**src/rtl/unified_mem_arbiter_pkg.sv**
```systemverilog
// unified_mem_arbiter_pkg: shared state encoding, owner IDs and default starvation limit
package unified_mem_arbiter_pkg;
  typedef enum logic [1:0] {IDLE = 2'd0, BUSY_I = 2'd1, BUSY_D = 2'd2} state_t;
  localparam logic OWN_IF = 1'b0;
  localparam logic OWN_DM = 1'b1;
  localparam int MAX_WAIT_DEF = 3;
endpackage

```
**src/rtl/unified_mem_arbiter_starve.sv**
```systemverilog
// arb_starve_counter: counts DM wins over a pending IF and forces IF at the limit
module arb_starve_counter
  import unified_mem_arbiter_pkg::*;
#(
  parameter int MAX_WAIT = MAX_WAIT_DEF
) (
  input  logic clk,
  input  logic rst,
  input  logic both_req,
  input  logic dm_win,
  input  logic if_win,
  output logic force_if
);
  localparam logic [3:0] LIM = 4'(MAX_WAIT);
  logic [3:0] cnt;
  always_ff @(posedge clk or negedge rst)
    if (!rst) cnt <= '0;
    else if (if_win) cnt <= '0;
    else if (both_req && dm_win && cnt != LIM) cnt <= cnt + 4'd1;
  assign force_if = cnt == LIM;
endmodule

```
**src/rtl/unified_mem_arbiter.sv**
```systemverilog
// unified_mem_arbiter: shares one single-port memory between fetch and data requesters
module unified_mem_arbiter
  import unified_mem_arbiter_pkg::*;
#(
  parameter int ADDR_W   = 32,
  parameter int DATA_W   = 32,
  parameter int MAX_WAIT = MAX_WAIT_DEF
) (
  input  logic              clk,
  input  logic              rst,
  input  logic              if_req,
  input  logic [ADDR_W-1:0] if_addr,
  input  logic              if_kill,
  output logic              if_gnt,
  output logic              if_rvalid,
  output logic [DATA_W-1:0] if_rdata,
  input  logic              dm_req,
  input  logic              dm_we,
  input  logic [ADDR_W-1:0] dm_addr,
  input  logic [DATA_W-1:0] dm_wdata,
  output logic              dm_gnt,
  output logic              dm_rvalid,
  output logic [DATA_W-1:0] dm_rdata,
  output logic              mem_req,
  output logic              mem_we,
  output logic [ADDR_W-1:0] mem_addr,
  output logic [DATA_W-1:0] mem_wdata,
  input  logic              mem_ready,
  input  logic [DATA_W-1:0] mem_rdata
);
  state_t state, state_nx;
  logic force_if, both_req, dm_win, if_win, done, if_ok, win_own, kill_pend;
  arb_starve_counter #(.MAX_WAIT(MAX_WAIT)) u_starve (
    .clk(clk), .rst(rst), .both_req(both_req), .dm_win(dm_win), .if_win(if_win), .force_if(force_if)
  );
  always_comb begin
    both_req = state == IDLE && if_req && dm_req;
    dm_win   = state == IDLE && dm_req && !(if_req && force_if);
    if_win   = state == IDLE && if_req && !dm_win;
    win_own  = dm_win ? OWN_DM : OWN_IF;
    done     = state != IDLE && mem_ready;
    if_ok    = done && state == BUSY_I && !(kill_pend || if_kill);
    state_nx = dm_win ? BUSY_D : if_win ? BUSY_I : done ? IDLE : state;
  end
  always_ff @(posedge clk or negedge rst)
    if (!rst) begin
      state     <= IDLE;
      if_gnt    <= 1'b0;
      dm_gnt    <= 1'b0;
      if_rvalid <= 1'b0;
      dm_rvalid <= 1'b0;
      if_rdata  <= '0;
      dm_rdata  <= '0;
      mem_req   <= 1'b0;
      mem_we    <= 1'b0;
      mem_addr  <= '0;
      mem_wdata <= '0;
      kill_pend <= 1'b0;
    end else begin
      state     <= state_nx;
      if_gnt    <= if_win;
      dm_gnt    <= dm_win;
      if_rvalid <= if_ok;
      dm_rvalid <= done && state == BUSY_D;
      kill_pend <= state == BUSY_I && !mem_ready && (kill_pend || if_kill);
      if (dm_win || if_win) begin
        mem_req   <= 1'b1;
        mem_we    <= win_own == OWN_DM && dm_we;
        mem_addr  <= win_own == OWN_DM ? dm_addr : if_addr;
        mem_wdata <= win_own == OWN_DM ? dm_wdata : '0;
      end else if (done) mem_req <= 1'b0;
      if (if_ok) if_rdata <= mem_rdata;
      if (done && state == BUSY_D && !mem_we) dm_rdata <= mem_rdata;
    end
endmodule

```
**config.mk**
```make
export PLATFORM = sky130hd
export DESIGN_NAME = unified_mem_arbiter
export DESIGN_NICKNAME = d
export VERILOG_FILES = /design/src/rtl/unified_mem_arbiter_pkg.sv /design/src/rtl/unified_mem_arbiter_starve.sv /design/src/rtl/unified_mem_arbiter.sv
export SDC_FILE = /design/constraint.sdc
export NUM_CORES = 1
export LEC_CHECK = 0
export BUFFER_PORTS_ARGS = -buffer_cell sky130_fd_sc_hd__buf_2
export CORE_UTILIZATION = 35
export CTS_BUF_LIST = sky130_fd_sc_hd__clkbuf_16
export DETAILED_ROUTE_END_ITERATION = 8
export HOLD_SLACK_MARGIN = 0.12
export PLACE_DENSITY = 0.64
export SYNTH_ARGS = -nofsm -noshare
export SYNTH_HDL_FRONTEND = slang
export SYNTH_SLANG_ARGS = --single-unit
export TNS_END_PERCENT = 100
```
**constraint.sdc**
```tcl
create_clock -name clk -period 2.5 [get_ports clk]
set_clock_uncertainty 0.05 [all_clocks]
set_input_delay 0.5 -clock clk [delete_from_list [all_inputs] [get_ports clk]]
set_output_delay 0.5 -clock clk [all_outputs]
set_load 0.05 [all_outputs]
```
Word level (Yosys, flattened, before mapping)
Cells that the tools add are included.
Storage, ports and cells
  input bits: 135
  logic and storage cells: 56
  flip-flop bits (word level): 141
  output and inout port bits: 134
Cells by class
  eq/ne operators: 4
  $add $sub $neg: 1
  multiplexer cells: 10
  reduce and logical (&&, ||, !) cells: 28
Operator list (count)
  two-way mux 32 bit: 2
  logical AND 1 bit: 16
  two-way mux 4 bit: 2
  two-way mux 2 bit: 3
  nonzero test 2 bit: 3
  logical NOT 1 bit: 5
  adder 4 x 1 -> 4 bit (second input constant): 1
  == test 4 x 2 -> 1 bit (second input constant): 1
  inequality test 4 x 2 -> 1 bit (second input constant): 1
  two-way mux 1 bit: 3
  nonzero test 3 bit: 1
  == test 2 x 1 -> 1 bit (second input constant): 1
  == test 2 bit (second input constant): 1
  logical NOT 2 bit: 1
  logical OR 1 bit: 2

Depth between registers and ports, before layout
  word-level depth: 8
  gate-level depth with buffers: 8
  gate-level depth less buffers: 5

Modules after synthesis
Synthesis repeated with hierarchy kept, for this count alone.
Unflattened totals
  cell total of the unflattened synthesis: 444
  area, all modules: 5970.7 sq um
By module, submodules not included
  unified_mem_arbiter: area each 5751.8 sq um, times used 1, cells an instance 422, seq. area each 3428.3 sq um
  arb_starve_counter: area each 219.0 sq um, times used 1, cells an instance 22, seq. area each 100.1 sq um

Worst setup path after synthesis
OpenSTA, ideal clock, no wires.
  kind: register -> register
  start: register mem_we
  end: register dm_rdata[0]
  cell stages (with the launch flop): 4
  library setup time: 125 ps
  path buffers: 1
  data arrival time: 1478 ps
  path slack: 847 ps
  required time: 2325 ps
  path through: dfrtp_1 > nor3_2 > buf_2 > mux2_2
Between the ends
  word-level cells in the longest chain between the ends: 2
Ends and longest elaborated chain
  from (decl): RTL line unified_mem_arbiter.sv:25  | output logic mem_we,
  from (signal assigned): RTL line unified_mem_arbiter.sv:68  | mem_we <= win_own == OWN_DM && dm_we;
  logical NOT 1 bit: RTL line unified_mem_arbiter.sv:73  | if (done && state == BUSY_D && !mem_we) dm_rdata <= mem_rdata;
  logical AND 1 bit: RTL line unified_mem_arbiter.sv:73
  to (signal assigned): RTL line unified_mem_arbiter.sv:73
  to (decl): RTL line unified_mem_arbiter.sv:23  | output logic [DATA_W-1:0] dm_rdata,
No other way between the ends.
A chain may end at the register's enable or synchronous reset.

Worst setup path after layout
  start: register state[0]
  end: register mem_addr[0]
Between the ends
  word-level cells in the longest chain between the ends: 6
Ends and longest elaborated chain
  from (decl): RTL line unified_mem_arbiter.sv:31  | state_t state, state_nx;
  from (signal assigned): RTL line unified_mem_arbiter.sv:60  | state <= state_nx;
  logical NOT 2 bit *: RTL line unified_mem_arbiter.sv:38, unified_mem_arbiter.sv:39
  logical AND 1 bit (2 in series): RTL line unified_mem_arbiter.sv:38  | dm_win = state == IDLE && dm_req && !(if_req && force_if);
  logical NOT 1 bit: RTL line unified_mem_arbiter.sv:39  | if_win = state == IDLE && if_req && !dm_win;
  logical AND 1 bit: RTL line unified_mem_arbiter.sv:39
  logical OR 1 bit: RTL line unified_mem_arbiter.sv:66  | if (dm_win || if_win) begin
  to (signal assigned): RTL line unified_mem_arbiter.sv:69  | mem_addr <= win_own == OWN_DM ? dm_addr : if_addr;
  to (decl): RTL line unified_mem_arbiter.sv:26  | output logic [ADDR_W-1:0] mem_addr,
Every way passes the cells marked *; elsewhere a longest branch is shown, timed or not.

==> flow_summary.json <==
{
  "cts_sinks": 141,
  "grt_max_degree": 56,
  "rr_worst_depth": 3,
  "synth_edf_count": 0,
  "synth_top_area_cell": "dfrtp_1",
  "finish.instance_area_um2": 7980,
  "worstPathMaxFanout": 32,
  "cts.htree.levels": 4,
  "synth_fp_nets": 578,
  "avgViaCountPerCell": 5.00,
  "holdCritStartpoint": "dm_wdata[2]",
  "finalHoldViolations": 0,
  "core_area_um2": 16100,
  "routed_wl_mm": 15.7,
  "cp.depth": 3,
  "rsz0062_at_grt": "no",
  "clk_latency_ns": 0.40,
  "die-area_um2": 17300,
  "crit_family": "simple AND/OR/NAND/NOR gates",
  "synth_area_leaders": "dfrtp_1 60%, mux2_2 12%, a211oi_2 5.8%, nor3_1 5.5%, a22o_1 4.9%",
  "syn-mean-instance-area_um2": 13.3,
  "antenna_left": 0,
  "min_path_type": "in -> reg",
  "reg2reg_slack_ns": 0.45,
  "placed_area_um2": 7380,
  "syn_to_final_growth_pct": 36.0,
  "drv_cap": 0,
  "post-cts-setup-buffers": 0,
  "post-route-min-period_ns": 2.05,
  "reg2reg_to": "mem_addr[0]$_DFFE_PN0P_",
  "crit_buf_inv": 0,
  "routedWlPerCell_um": 16.8,
  "path_cells": "or3b_1 > nor3_1 > a211oi_1",
  "overflow": 0,
  "async_reset_ff_frac": 1.00,
  "die_h_um": 131,
  "grt_first_pass_wirelength_mm": 25.8,
  "place.gp.congestion": 0.817,
  "critPathKind": "reg -> reg",
  "fin_util": 0.495,
  "row_count": 46,
  "synth_area_um2": 5870,
  "setup-violations-final": 0,
  "synth.most_common_cell": "dfrtp_1",
  "postCtsHoldBufs": 1,
  "num_antenna_cells": 0,
  "synth_cell_type_count": 34,
  "first_pass_iters": 4,
  "crit_path_start_kind": "flop",
  "crit_end": "mem_addr[0]$_DFFE_PN0P_",
  "slew_viol_final": 0,
  "tightest_slew_ns": 1.17,
  "cp.required_ns": 2.76,
  "cts-root-buf": "clkbuf_16",
  "nets": 845,
  "remaining_drc_errors": 0,
  "grt_pass1_vias": 5070,
  "antenna_found_initial": 1,
  "die_x_um": 131,
  "setup-tns-final_ns": 0,
  "ys_top_cells_by_count": "141 x dfrtp_1, 64 x nor3_1, 63 x mux2_2",
  "initial_core_util": 0.364,
  "cts_resized": 0,
  "status": "complete, no violations",
  "setup.worst_path.end_class": "flop",
  "cts_tree": "done",
  "fmax_ghz": 0.488,
  "drt-initial-drc-count": 204,
  "worstSetupStartpoint": "state[0]$_DFFE_PN0P_",
  "cts_made_buffers": 17,
  "whs_ns": 0.260,
  "grt_util_all_layers": 0.188,
  "yosysWarnings": 0,
  "clk_pin_slew_ns": 0.06,
  "cts_buffer_depth": 2,
  "hpwl_mm": 11.2,
  "reg2reg_from": "state[0]$_DFFE_PN0P_",
  "synth_top_cell_area_share": 0.601,
  "synthCells": 442,
  "crit_arrival_ns": 2.31,
  "ys_seq_elements": 141,
  "fin_crit_sh": 0.819,
  "drive_gt1_frac": 0.569,
  "synthFlopType": "dfrtp_1",
  "slowest_stage": "or3b_1",
  "io_buffer_count": 268,
  "via_count": 4688,
  "io-pin-count": 269,
  "cp_slowest_stage_delay_ns": 0.95,
  "slew_headroom": 0.221,
  "yosysSeqAreaShare": 0.601
}
-- sequential cells by signal, summed over array words and instances, names as in the netlist --
name	cells
state	2
dm_gnt	1
mem_req	1
dm_rvalid	1
if_rdata	32
if_rvalid	1
mem_we	1
if_gnt	1
dm_rdata	32
kill_pend	1
mem_addr	32
mem_wdata	32
u_starve.cnt	4
-- layout by cell type (no fill, tap or decap), types with 2 or more instances in the layout --
cell,synthesis,routed
a211oi_1,5,5
a211oi_2,27,27
a22o_1,33,33
buf_2,16,267
buf_4,2,14
bufinv_16,0,2
clkbuf_16,0,17
clkinv_4,0,4
clkinvlp_4,0,3
dfrtp_1,141,141
inv_1,3,3
inv_6,0,4
mux2_2,63,63
nand2_1,5,5
nand2b_1,2,2
nor2_1,36,35
nor2b_1,2,2
nor3_1,64,64
nor3b_4,2,2
o21ai_0,5,5
or3b_1,2,2
-- how the worst min path moves through the flow --
| stage | to | slack, ns | cells past startpoint |
|---|---|---|---|
| floorplan | dm_gnt$_DFF_PN0_ | 0.15 | 0 |
| global placement | dm_rdata[29]$_DFFE_PN0P_ | 0.42 | 1 |
| detailed placement | dm_rdata[29]$_DFFE_PN0P_ | 0.43 | 1 |
| CTS | mem_wdata[11]$_DFFE_PN0P_ | 0.24 | 2 |
| global route | mem_wdata[16]$_DFFE_PN0P_ | 0.24 | 2 |
| finish | mem_wdata[2]$_DFFE_PN0P_ | 0.26 | 2 |
-- routing by layer --
| layer | vias to the layer above | global-route usage | part of all wire |
|---|---|---|---|
| met2 | 199 | 0.322 | 0.50 |
| met3 | 20 | 0.0428 | 0.055 |
| li1 | 2138 | - | - |
| met4 | 2 | 0.0749 | 0.016 |
| met1 | 2329 | 0.227 | 0.43 |
| met5 | - | 0 | 0.0010 |
-- cells by family (layout without fill, tap and decap cells) --
kind of cell | after synthesis | in the layout | synth area share
adder cells (fa/ha/maj) | 1 | 1 | 0.00213
buffers and inverters | 40 | 320 | 0.0435
multiplexers | 64 | 64 | 0.123
AO/OA/AOI/OAI | 75 | 75 | 0.123
AND/OR/NAND/NOR | 121 | 121 | 0.107
flip-flops | 141 | 141 | 0.601
-- stage by stage --
stage                     std cells  setup slack, ns
final                           938            0.452
after global routing            938            0.258
after CTS                       938            0.431
after detailed placement        905            0.389
after global placement          905            0.487
after floorplan                 442            0.847
-- layout make-up --
cell class                 instances  area [um^2]
inverter                           4         17.5
sequential                       141         3530
clock buffer                      17          425
tap                              216          270
multi-input combinational        261         2090
clock inverter                    15          161
timing repair buffer             284         1480
fill                            1455         8140
-- worst register-to-register path, delay by kind of cell, from the launching register on --
kind	cells	cell delay [ns]
flops	1	0.59
simple gates	2	1.08
compound gates	1	0.24
Power is left out: the tool's default activity adds up to more than one toggle a clock period on the data nets, which glitch-free logic cannot reach.
